===== src/rtl/qmr_pkg.sv =====
// Shared definitions for the QMR fault monitor.
// Holds the ALU count, vote field geometry, the majority agreement threshold,
// the health state encoding, readout select codes and a small popcount helper.
package qmr_pkg;

    localparam int unsigned N_ALU         = 5;
    localparam int unsigned VOTE_W        = 3;
    localparam int unsigned MAJ_MIN_AGREE = 2;

    typedef enum logic [1:0] {
        H_OK       = 2'b00,
        H_DEGRADED = 2'b01,
        H_CRITICAL = 2'b10
    } health_t;

    localparam logic [2:0] RD_FAULT0 = 3'd0;
    localparam logic [2:0] RD_FAULT1 = 3'd1;
    localparam logic [2:0] RD_FAULT2 = 3'd2;
    localparam logic [2:0] RD_FAULT3 = 3'd3;
    localparam logic [2:0] RD_FAULT4 = 3'd4;
    localparam logic [2:0] RD_NOMAJ  = 3'd5;
    localparam logic [2:0] RD_TOTAL  = 3'd6;
    localparam logic [2:0] RD_STATUS = 3'd7;

    function automatic logic [2:0] popcount5(input logic [N_ALU-1:0] v);
        logic [2:0] c;
        c = '0;
        for (int i = 0; i < int'(N_ALU); i++) begin
            c = c + 3'(v[i]);
        end
        return c;
    endfunction

endpackage


===== src/rtl/qmr_alu_fault_track.sv =====
// Per-ALU fault tracker.
// Counts disagreements of one ALU with the voted majority (saturating), tracks
// the run of consecutive disagreements and latches a sticky failure bit once
// that run reaches PERSIST_TH.
// Ports:
//   clk, reset_n   clock / async active-low reset
//   clear_i        synchronous clear, beats a simultaneous sample
//   sample_i       valid execute cycle with a majority present
//   vote_i         number of other ALUs agreeing with this one
//   fault_cnt_o    saturating disagreement count
//   fail_o         registered sticky failure flag
//   fail_d_o       next-state failure flag (feeds the health FSM)
module qmr_alu_fault_track
    import qmr_pkg::*;
#(
    parameter int unsigned CNT_W      = 16,
    parameter int unsigned PERSIST_TH = 4
) (
    input  logic              clk,
    input  logic              reset_n,
    input  logic              clear_i,
    input  logic              sample_i,
    input  logic [VOTE_W-1:0] vote_i,
    output logic [CNT_W-1:0]  fault_cnt_o,
    output logic              fail_o,
    output logic              fail_d_o
);

    localparam logic [3:0] ConsecMax = 4'(PERSIST_TH);

    logic [CNT_W-1:0] fault_cnt_q, fault_cnt_d;
    logic [3:0]       consec_q, consec_d;
    logic             fail_q, fail_d;
    logic             err;

    assign err = (vote_i < VOTE_W'(MAJ_MIN_AGREE));

    always_comb begin
        fault_cnt_d = fault_cnt_q;
        consec_d    = consec_q;
        fail_d      = fail_q;
        if (clear_i) begin
            fault_cnt_d = '0;
            consec_d    = '0;
            fail_d      = 1'b0;
        end else if (sample_i) begin
            if (err) begin
                if (fault_cnt_q != '1) fault_cnt_d = fault_cnt_q + 1'b1;
                if (consec_q < ConsecMax) consec_d = consec_q + 4'd1;
                if (consec_d == ConsecMax) fail_d = 1'b1;
            end else begin
                consec_d = '0;
            end
        end
    end

    always_ff @(posedge clk or negedge reset_n) begin
        if (!reset_n) begin
            fault_cnt_q <= '0;
            consec_q    <= '0;
            fail_q      <= 1'b0;
        end else begin
            fault_cnt_q <= fault_cnt_d;
            consec_q    <= consec_d;
            fail_q      <= fail_d;
        end
    end

    assign fault_cnt_o = fault_cnt_q;
    assign fail_o      = fail_q;
    assign fail_d_o    = fail_d;

endmodule


===== src/rtl/qmr_fault_monitor.sv =====
// QMR fault monitor, downstream of the 5-ALU execute-stage voter.
// Tracks per-ALU disagreement counts and persistent failures, counts
// no-majority and total valid samples, runs the OK/DEGRADED/CRITICAL health
// FSM and issues a one-cycle interrupt on new failures or entry to CRITICAL.
// Ports:
//   clk, reset_n        clock / async active-low reset
//   ex_valid_i          real ALU operation this cycle
//   vote_count_i        5 x 3-bit agreement counts, field i for ALU i+1
//   majority_status_i   voter winner 1..5, anything else = no majority
//   clear_i             synchronous clear of all state
//   rd_sel_i            readout select
//   rd_data_o           readout data
//   fail_mask_o         sticky per-ALU failure flags
//   health_o            00 OK, 01 DEGRADED, 10 CRITICAL
//   irq_o               one-cycle interrupt pulse
module qmr_fault_monitor
    import qmr_pkg::*;
#(
    parameter int unsigned CNT_W      = 16,
    parameter int unsigned PERSIST_TH = 4
) (
    input  logic                    clk,
    input  logic                    reset_n,
    input  logic                    ex_valid_i,
    input  logic [N_ALU*VOTE_W-1:0] vote_count_i,
    input  logic [2:0]              majority_status_i,
    input  logic                    clear_i,
    input  logic [2:0]              rd_sel_i,
    output logic [31:0]             rd_data_o,
    output logic [N_ALU-1:0]        fail_mask_o,
    output logic [1:0]              health_o,
    output logic                    irq_o
);

    logic             majority;
    logic             maj_sample;
    logic             nomaj_sample;
    logic [CNT_W-1:0] fault_cnt [N_ALU];
    logic [N_ALU-1:0] fail_q, fail_d;
    logic [CNT_W-1:0] nomaj_cnt_q, nomaj_cnt_d;
    logic [CNT_W-1:0] total_cnt_q, total_cnt_d;
    health_t          health_q, health_d;
    logic             irq_q, irq_d;
    logic [2:0]       fail_pop;

    // 6 and 7 are not ALU indices, so they count as no majority.
    assign majority     = (majority_status_i >= 3'd1) && (majority_status_i <= 3'd5);
    assign maj_sample   = ex_valid_i && majority;
    assign nomaj_sample = ex_valid_i && !majority;

    for (genvar g = 0; g < int'(N_ALU); g++) begin : g_alu
        qmr_alu_fault_track #(
            .CNT_W      (CNT_W),
            .PERSIST_TH (PERSIST_TH)
        ) u_track (
            .clk         (clk),
            .reset_n     (reset_n),
            .clear_i     (clear_i),
            .sample_i    (maj_sample),
            .vote_i      (vote_count_i[VOTE_W*g +: VOTE_W]),
            .fault_cnt_o (fault_cnt[g]),
            .fail_o      (fail_q[g]),
            .fail_d_o    (fail_d[g])
        );
    end

    assign fail_pop = popcount5(fail_d);

    always_comb begin
        nomaj_cnt_d = nomaj_cnt_q;
        total_cnt_d = total_cnt_q;
        health_d    = health_q;
        irq_d       = 1'b0;
        if (clear_i) begin
            nomaj_cnt_d = '0;
            total_cnt_d = '0;
            health_d    = H_OK;
        end else begin
            if (ex_valid_i && total_cnt_q != '1) total_cnt_d = total_cnt_q + 1'b1;
            if (nomaj_sample && nomaj_cnt_q != '1) nomaj_cnt_d = nomaj_cnt_q + 1'b1;

            // Health only ever worsens; CRITICAL and DEGRADED are left via clear.
            if (health_q != H_CRITICAL) begin
                if (nomaj_sample || fail_pop >= 3'd3) begin
                    health_d = H_CRITICAL;
                end else if (fail_pop != 3'd0) begin
                    health_d = H_DEGRADED;
                end
            end

            irq_d = (|(fail_d & ~fail_q)) ||
                    (health_d == H_CRITICAL && health_q != H_CRITICAL);
        end
    end

    always_ff @(posedge clk or negedge reset_n) begin
        if (!reset_n) begin
            nomaj_cnt_q <= '0;
            total_cnt_q <= '0;
            health_q    <= H_OK;
            irq_q       <= 1'b0;
        end else begin
            nomaj_cnt_q <= nomaj_cnt_d;
            total_cnt_q <= total_cnt_d;
            health_q    <= health_d;
            irq_q       <= irq_d;
        end
    end

    always_comb begin
        rd_data_o = '0;
        case (rd_sel_i)
            RD_FAULT0: rd_data_o = 32'(fault_cnt[0]);
            RD_FAULT1: rd_data_o = 32'(fault_cnt[1]);
            RD_FAULT2: rd_data_o = 32'(fault_cnt[2]);
            RD_FAULT3: rd_data_o = 32'(fault_cnt[3]);
            RD_FAULT4: rd_data_o = 32'(fault_cnt[4]);
            RD_NOMAJ:  rd_data_o = 32'(nomaj_cnt_q);
            RD_TOTAL:  rd_data_o = 32'(total_cnt_q);
            RD_STATUS: rd_data_o = {22'b0, health_q, 3'b0, fail_q};
            default:   rd_data_o = '0;
        endcase
    end

    assign fail_mask_o = fail_q;
    assign health_o    = health_q;
    assign irq_o       = irq_q;

endmodule


===== config.mk =====
export PLATFORM = sky130hd
export DESIGN_NAME = qmr_fault_monitor
export DESIGN_NICKNAME = d
export VERILOG_FILES = /design/src/rtl/qmr_pkg.sv /design/src/rtl/qmr_alu_fault_track.sv /design/src/rtl/qmr_fault_monitor.sv
export SDC_FILE = /design/constraint.sdc
export NUM_CORES = 1
export LEC_CHECK = 0
export CAP_MARGIN = 20
export CORE_UTILIZATION = 45
export DETAILED_ROUTE_END_ITERATION = 12
export SETUP_SLACK_MARGIN = 0.15
export SYNTH_ARGS = -nofsm -noshare
export SYNTH_HDL_FRONTEND = slang
export SYNTH_SLANG_ARGS = --single-unit

===== constraint.sdc =====
create_clock -name clk -period 4.2 [get_ports clk]
set_input_delay 0.84 -clock clk [delete_from_list [all_inputs] [get_ports clk]]
set_output_delay 0.84 -clock clk [all_outputs]
set_load 0.02 [all_outputs]

# After elaboration in Yosys (flattened, before gate mapping)
# Cells that the tools add are included.
# classes
shift	0
n_eq_ne	21
n_reduce_logical	30
n_div	0
multipliers	0
addsub	16
n_lt_le_gt_ge	13
n_mux	86
bitwise	2
# ops
op	n
two-way mux 16 bit	24
case mux 32 bit (8 select lines)	1
two-way mux 4 bit	35
adder 16 x 1 -> 16 bit (second input constant)	7
inequality test 16 bit (second input constant)	7
nonzero test 2 bit	13
two-way mux 1 bit	21
adder 4 x 1 -> 4 bit (second input constant)	5
== test 4 x 3 -> 1 bit (second input constant)	5
< comparator 4 x 3 -> 1 bit (second input constant)	5
< comparator 3 x 2 -> 1 bit (second input constant)	5
AND reduction 3 bit	5
== test 3 bit (second input constant)	4
two-way mux 2 bit	5
adder 3 x 1 -> 3 bit	2
== test 3 x 2 -> 1 bit (second input constant)	2
logical AND 1 bit	6
bitwise AND 5 bit	1
inverter 5 bit	1
OR reduction 5 bit	1
adder 2 x 1 -> 3 bit	1
== test 3 x 1 -> 1 bit (second input constant)	1
>= comparator 3 x 1 -> 1 bit (second input constant)	1
>= comparator 3 x 2 -> 1 bit (second input constant)	1
8 further kinds	9
# totals
mem_bits_rw	0
in_bits	25
ff_bits	140
output_inout_bits	40
n_memories	0
latch_bits	0
romBits	0
word_cells	187

# Depth between registers and ports, before layout
# logic_depth
word_depth	23
mapped_depth	15
ltp_nobuf	14

# Hierarchy
# Synthesis repeated with hierarchy kept, for this count alone.
# hier_totals
cells_unflattened	1041
hier_area_um2	9295.2
# by_module_without_submodules
mod	area_per_inst_um2	cells_each	seq_area_each_um2	instances
qmr_alu_fault_track	1189.9	128	525.5	5
qmr_fault_monitor	3345.7	401	875.8	1

# Least setup slack after synthesis
# Ideal clock, no wire load.
# synth_path
path_kind	in2reg
startpoint	input majority_status_i[1]
endpoint	register health_q[0] (netlist: health_o[0])
path_slack_ps	594
stages	14
arrival_ps	3471
n_path_buf	1
cell_sequence	or3_4 > nand3_1 > clkbuf_1 > nor3_1 > o21ai_0 > fa_1 > fa_1 > inv_1 > ha_1 > nand2b_1 > nor2_1 > nor2_1 > nor2_1 > nor3_1
# synth_via
elab_chain_cells	15
elab_cells_between_ends	28
# synth_rtl
element	line	source
from (decl)	qmr_fault_monitor.sv:26	input logic [2:0] majority_status_i,
>= comparator 3 x 1 -> 1 bit / <= comparator 3 bit (equally long branches)	qmr_fault_monitor.sv:47	assign majority = (majority_status_i >= 3'd1) && (majority_status_i <= 3'd5);
logical AND 1 bit *	qmr_fault_monitor.sv:47	
logical AND 1 bit	qmr_fault_monitor.sv:48	assign maj_sample = ex_valid_i && majority;
two-way mux 1 bit	qmr_alu_fault_track.sv:46	end else if (sample_i) begin
two-way mux 1 bit	qmr_alu_fault_track.sv:42	if (clear_i) begin
adder 1 x 1 -> 2 bit	qmr_pkg.sv:29	c = c + 3'(v[i]);
adder 2 x 1 -> 3 bit	qmr_pkg.sv:29	
adder 3 x 1 -> 3 bit (2 in series)	qmr_pkg.sv:29	
>= comparator 3 x 2 -> 1 bit / nonzero test 3 bit (equally long branches)	qmr_fault_monitor.sv:84, qmr_fault_monitor.sv:86	
logical OR 1 bit / two-way mux 2 bit (equally long branches)	qmr_fault_monitor.sv:84, qmr_fault_monitor.sv:86	
two-way mux 2 bit *	qmr_fault_monitor.sv:84	if (nomaj_sample || fail_pop >= 3'd3) begin
two-way mux 2 bit *	qmr_fault_monitor.sv:83	if (health_q != H_CRITICAL) begin
two-way mux 2 bit * (2 in series)	qmr_fault_monitor.sv:74	if (clear_i) begin
named net health_d[0]	qmr_fault_monitor.sv:42	health_t health_q, health_d;
to (signal assigned)	qmr_fault_monitor.sv:105	health_q <= health_d;
to (decl)	qmr_fault_monitor.sv:42	
# Mark *: on every way through the listed nets, which the timed path passes. The rest lies on a longest branch. The select of a mux whose other input is x is not followed.
# A chain may end at the register's enable or synchronous reset.

# Worst setup path after layout
# layout_path
startpoint	input ex_valid_i
endpoint	register health_q[0] (netlist: health_o[0])
# layout_via
elab_chain_cells	13
elab_cells_between_ends	24
# layout_rtl
element	line	source
from (decl)	qmr_fault_monitor.sv:24	input logic ex_valid_i,
logical AND 1 bit	qmr_fault_monitor.sv:48	
two-way mux 1 bit	qmr_alu_fault_track.sv:46	
two-way mux 1 bit	qmr_alu_fault_track.sv:42	
adder 1 x 1 -> 2 bit	qmr_pkg.sv:29	
adder 2 x 1 -> 3 bit	qmr_pkg.sv:29	
adder 3 x 1 -> 3 bit (2 in series)	qmr_pkg.sv:29	
>= comparator 3 x 2 -> 1 bit / nonzero test 3 bit (equally long branches)	qmr_fault_monitor.sv:84, qmr_fault_monitor.sv:86	
logical OR 1 bit / two-way mux 2 bit (equally long branches)	qmr_fault_monitor.sv:84, qmr_fault_monitor.sv:86	
two-way mux 2 bit *	qmr_fault_monitor.sv:84	
two-way mux 2 bit *	qmr_fault_monitor.sv:83	
two-way mux 2 bit * (2 in series)	qmr_fault_monitor.sv:74	
named net health_d[0]	qmr_fault_monitor.sv:42	
# Marked as above.

==> qor.txt <==
Placed Area - 9430 sq um
clk sink count - 140
CP max FO - 8
CTS tree - yes
layout cell share with drive strength beyond 1 - 0.104
Num CTS Buffers - 17
Slew Viols, Final - 0
H-tree depth - 4
# fillers - 1722
flops & latches, synth - 140
half-perimeter wire length after placement - 17.3 mm
DR WL/cell - 18.7 um
Post-synth EDFFs - 0
final hold viol count - 0
Clk Latency, worst-skew pair - 0.42 ns
Fmax achieved - 0.268 GHz
Clk pwr share - 0.496
final period demand of the worst path - 3.73 ns
slew margin rel. - 0.358
FF+latch area - 3500 sq um
remaining global-route overflow - 0
type of origin of the critical path - primary input
first-pass GRT wire length - 38.8 mm
ys async rst share - 1.00
R2R setup slack - 0.84 ns
largest net degree at the start of global routing - 91
Seq/Total Area, Yosys - 0.400
CP endpoint kind - flip-flop
CTS Hold Bufs - 0
vias in the first global route - 7005
Area growth syn-to-layout - 15.3%
fin area - 10100 sq um
Vias/cell - 5.75
final setup fails - 0
multi-input logic area - 4810 sq um
setup TNS - 0 ns
Top FF cell, synth - dfrtp_1
ant diodes - 0
maximum buffer depth of the clock tree - 2
Syn Std Cell Area - 8750 sq um
fin nets - 1051
Final period util - 0.889
DIE AREA - 20000 sq um
worst setup margin - 0.466 ns
worst slew pin tran - 0.955 ns
share of power burned in registers - 0.421
Max-Cap Viols - 0
I/O Buffers - 43
DRC viols - 0
GP Congestion - 0.861
starting density of the core - 0.463
CTS root buf - clkbuf_16
RSZ-0062 raised after global routing - no
num ports - 65
leakage - 0.00409 uW
Synth Area per Inst - 9.04 sq um
Distinct cells, synth - 77
num rows - 50
Die Span Y - 141 um
chip width - 141 um
1st-iter DRT viols - 648
Crit Path Class - in2reg
critical path required time - 4.48 ns
GRT Overall Usage - 0.255
combinational share of power - 0.083
drt first pass iters - 5
sw power - 779 uW
antenna viol nets, final - 0
clk_skew - 0.00839 ns
Routed WL - 24.0 mm
Sw Ratio - 0.240
initial antenna violation count - 0
DP Worst Slack - 0.0644 ns
Syn Inst Count - 968
Vias - 7377
ratio of total power to cell area - 322 nW/um^2
status - completed
Int Pwr - 2470 uW
Worst VDD drop - 0.000258 V
crit path DAT - 4.02 ns
Clk pin slew, worst setup/hold paths - 0.06 ns
Yosys warnings - 0
worst hold path type - in2async
core box area - 18900 sq um
power groups by stage:
stage / logic (uW) / clock network (uW) / registers (uW)
2_1_floorplan: 155 / 0 / 1390
3_3_place_gp: 265 / 0 / 1390
3_5_place_dp: 266 / 0 / 1390
4_1_cts: 268 / 1640 / 1370
5_1_grt: 293 / 1710 / 1370
6_report: 269 / 1610 / 1370
stage by stage:
stage	power (uW)	utilization	std cells	hold slack (ns)
after floorplan	1550	-	983	0.473
after global placement	1660	0.499	1251	0.503
after detailed placement	1660	0.499	1251	0.507
after CTS	3280	0.532	1282	0.520
after global routing	3380	0.534	1283	0.542
final	3250	0.534	1283	0.496
critical path: stages:
cell	delay, ns
clkdlybuf4s50_1	0.56
a21boi_4	0.31
nand3_2	0.12
nor3_1	0.32
o21ai_0	0.22
fa_1	0.53
fa_1	0.37
inv_1	0.06
ha_1	0.22
nand2b_1	0.17
nor2_1	0.09
nor2_1	0.05
nor2_1	0.10
nor3_1	0.05
flip-flops by register name, indices dropped and copies added, names as in the netlist:
signal                     flops
g_alu.u_track.consec_q        20
g_alu.u_track.fail_o           5
health_o                       2
irq_o                          1
g_alu.u_track.fault_cnt_o     80
total_cnt_q                   16
nomaj_cnt_q                   16
logic make-up (layout without fill, tap and decap cells):
group,Yosys count,in the layout,share of synthesized area
AO/OA/AOI/OAI,174,174,0.141
other,1,16,0.000429
multiplexers,35,35,0.0422
flip-flops,140,140,0.400
buffers and inverters,101,141,0.0563
AND/OR/NAND/NOR,413,413,0.247
XOR/XNOR,89,89,0.0891
adder cells (fa/ha/maj),15,15,0.0232
synthesized netlist by cell type (all sizes together), types with 8 or more instances:
master / number / area share
nor3: 34 / 0.020
nand4: 35 / 0.028
nor2: 140 / 0.060
nand2: 58 / 0.025
mux2i: 29 / 0.033
xnor2: 68 / 0.068
nor4: 38 / 0.032
and3: 16 / 0.012
nand3: 31 / 0.018
dfrtp: 140 / 0.40
or2: 11 / 0.0079
ha: 13 / 0.019
xor2: 21 / 0.021
buf: 32 / 0.025
clkbuf: 31 / 0.015
o21a: 13 / 0.011
inv: 36 / 0.015
o21ai: 30 / 0.018
a21oi: 48 / 0.027
a22o: 8 / 0.0080
or3: 8 / 0.0063
o211ai: 12 / 0.010
a211oi: 8 / 0.0069
path summary, 6_finish.rpt:
kind	startpoint	end	cells after the start
max in group asynchronous	reset_n	g_alu[3].u_track.consec_q[3]	2
min in group clk	g_alu[1].u_track.fault_cnt_o[8]	g_alu[1].u_track.fault_cnt_o[8]	1
max	ex_valid_i	health_o[0]	14
max reg2reg	g_alu[3].u_track.consec_q[0]	health_o[0]	14
min	reset_n	total_cnt_q[4]	1
min reg2reg	g_alu[1].u_track.fault_cnt_o[8]	g_alu[1].u_track.fault_cnt_o[8]	1
routing by layer:
metal | track usage | vias to the layer above | part of all wire
met3 | 0.0476 | 22 | 0.054
li1 | - | 3553 | -
met5 | 0 | - | 0
met4 | 0.0651 | 0 | 0.013
met1 | 0.370 | 3591 | 0.49
met2 | 0.389 | 211 | 0.45
final cells by class:
cell class,count,share of cell area
clock buffers,20,0.0453
multi-input cells,742,0.477
inverters,38,0.0141
well taps,260,0.0323
flip-flops and latches,140,0.347
clock inverters,11,0.0166
repair buffers,72,0.0674
placed cells by master (no fill, tap or decap), types with 6 or more instances in the layout:
master           synthesis  final
inv_1                   36     36
nand3_1                 30     30
clkdlybuf4s50_1          0     37
nor3_1                  33     33
and3_1                  15     15
a22o_1                   8      8
xor2_1                  21     21
nand4_1                 32     32
nand2_1                 58     58
or3_1                    7      7
nor4b_1                  6      6
nor2_1                 140    140
mux2i_1                 29     29
dfrtp_1                140    140
o211ai_1                12     12
and2_1                   6      6
nor3b_1                  6      6
o21ai_0                 28     28
a21oi_1                 48     48
xnor2_1                 68     68
buf_4                   23     28
ha_1                    13     13
a211oi_1                 8      8
o21a_1                  13     13
o221ai_1                 6      6
or2_2                   10     10
nor4_1                  33     33
clkbuf_16                0     18
nor4bb_1                 6      6
conb_1                   1     16
repair_timing:
action                     CTS  global route
setup endpoints to repair    0             8
setup buffers                0             0
resized for setup            0             3
(Power assumes the default switching activity.)
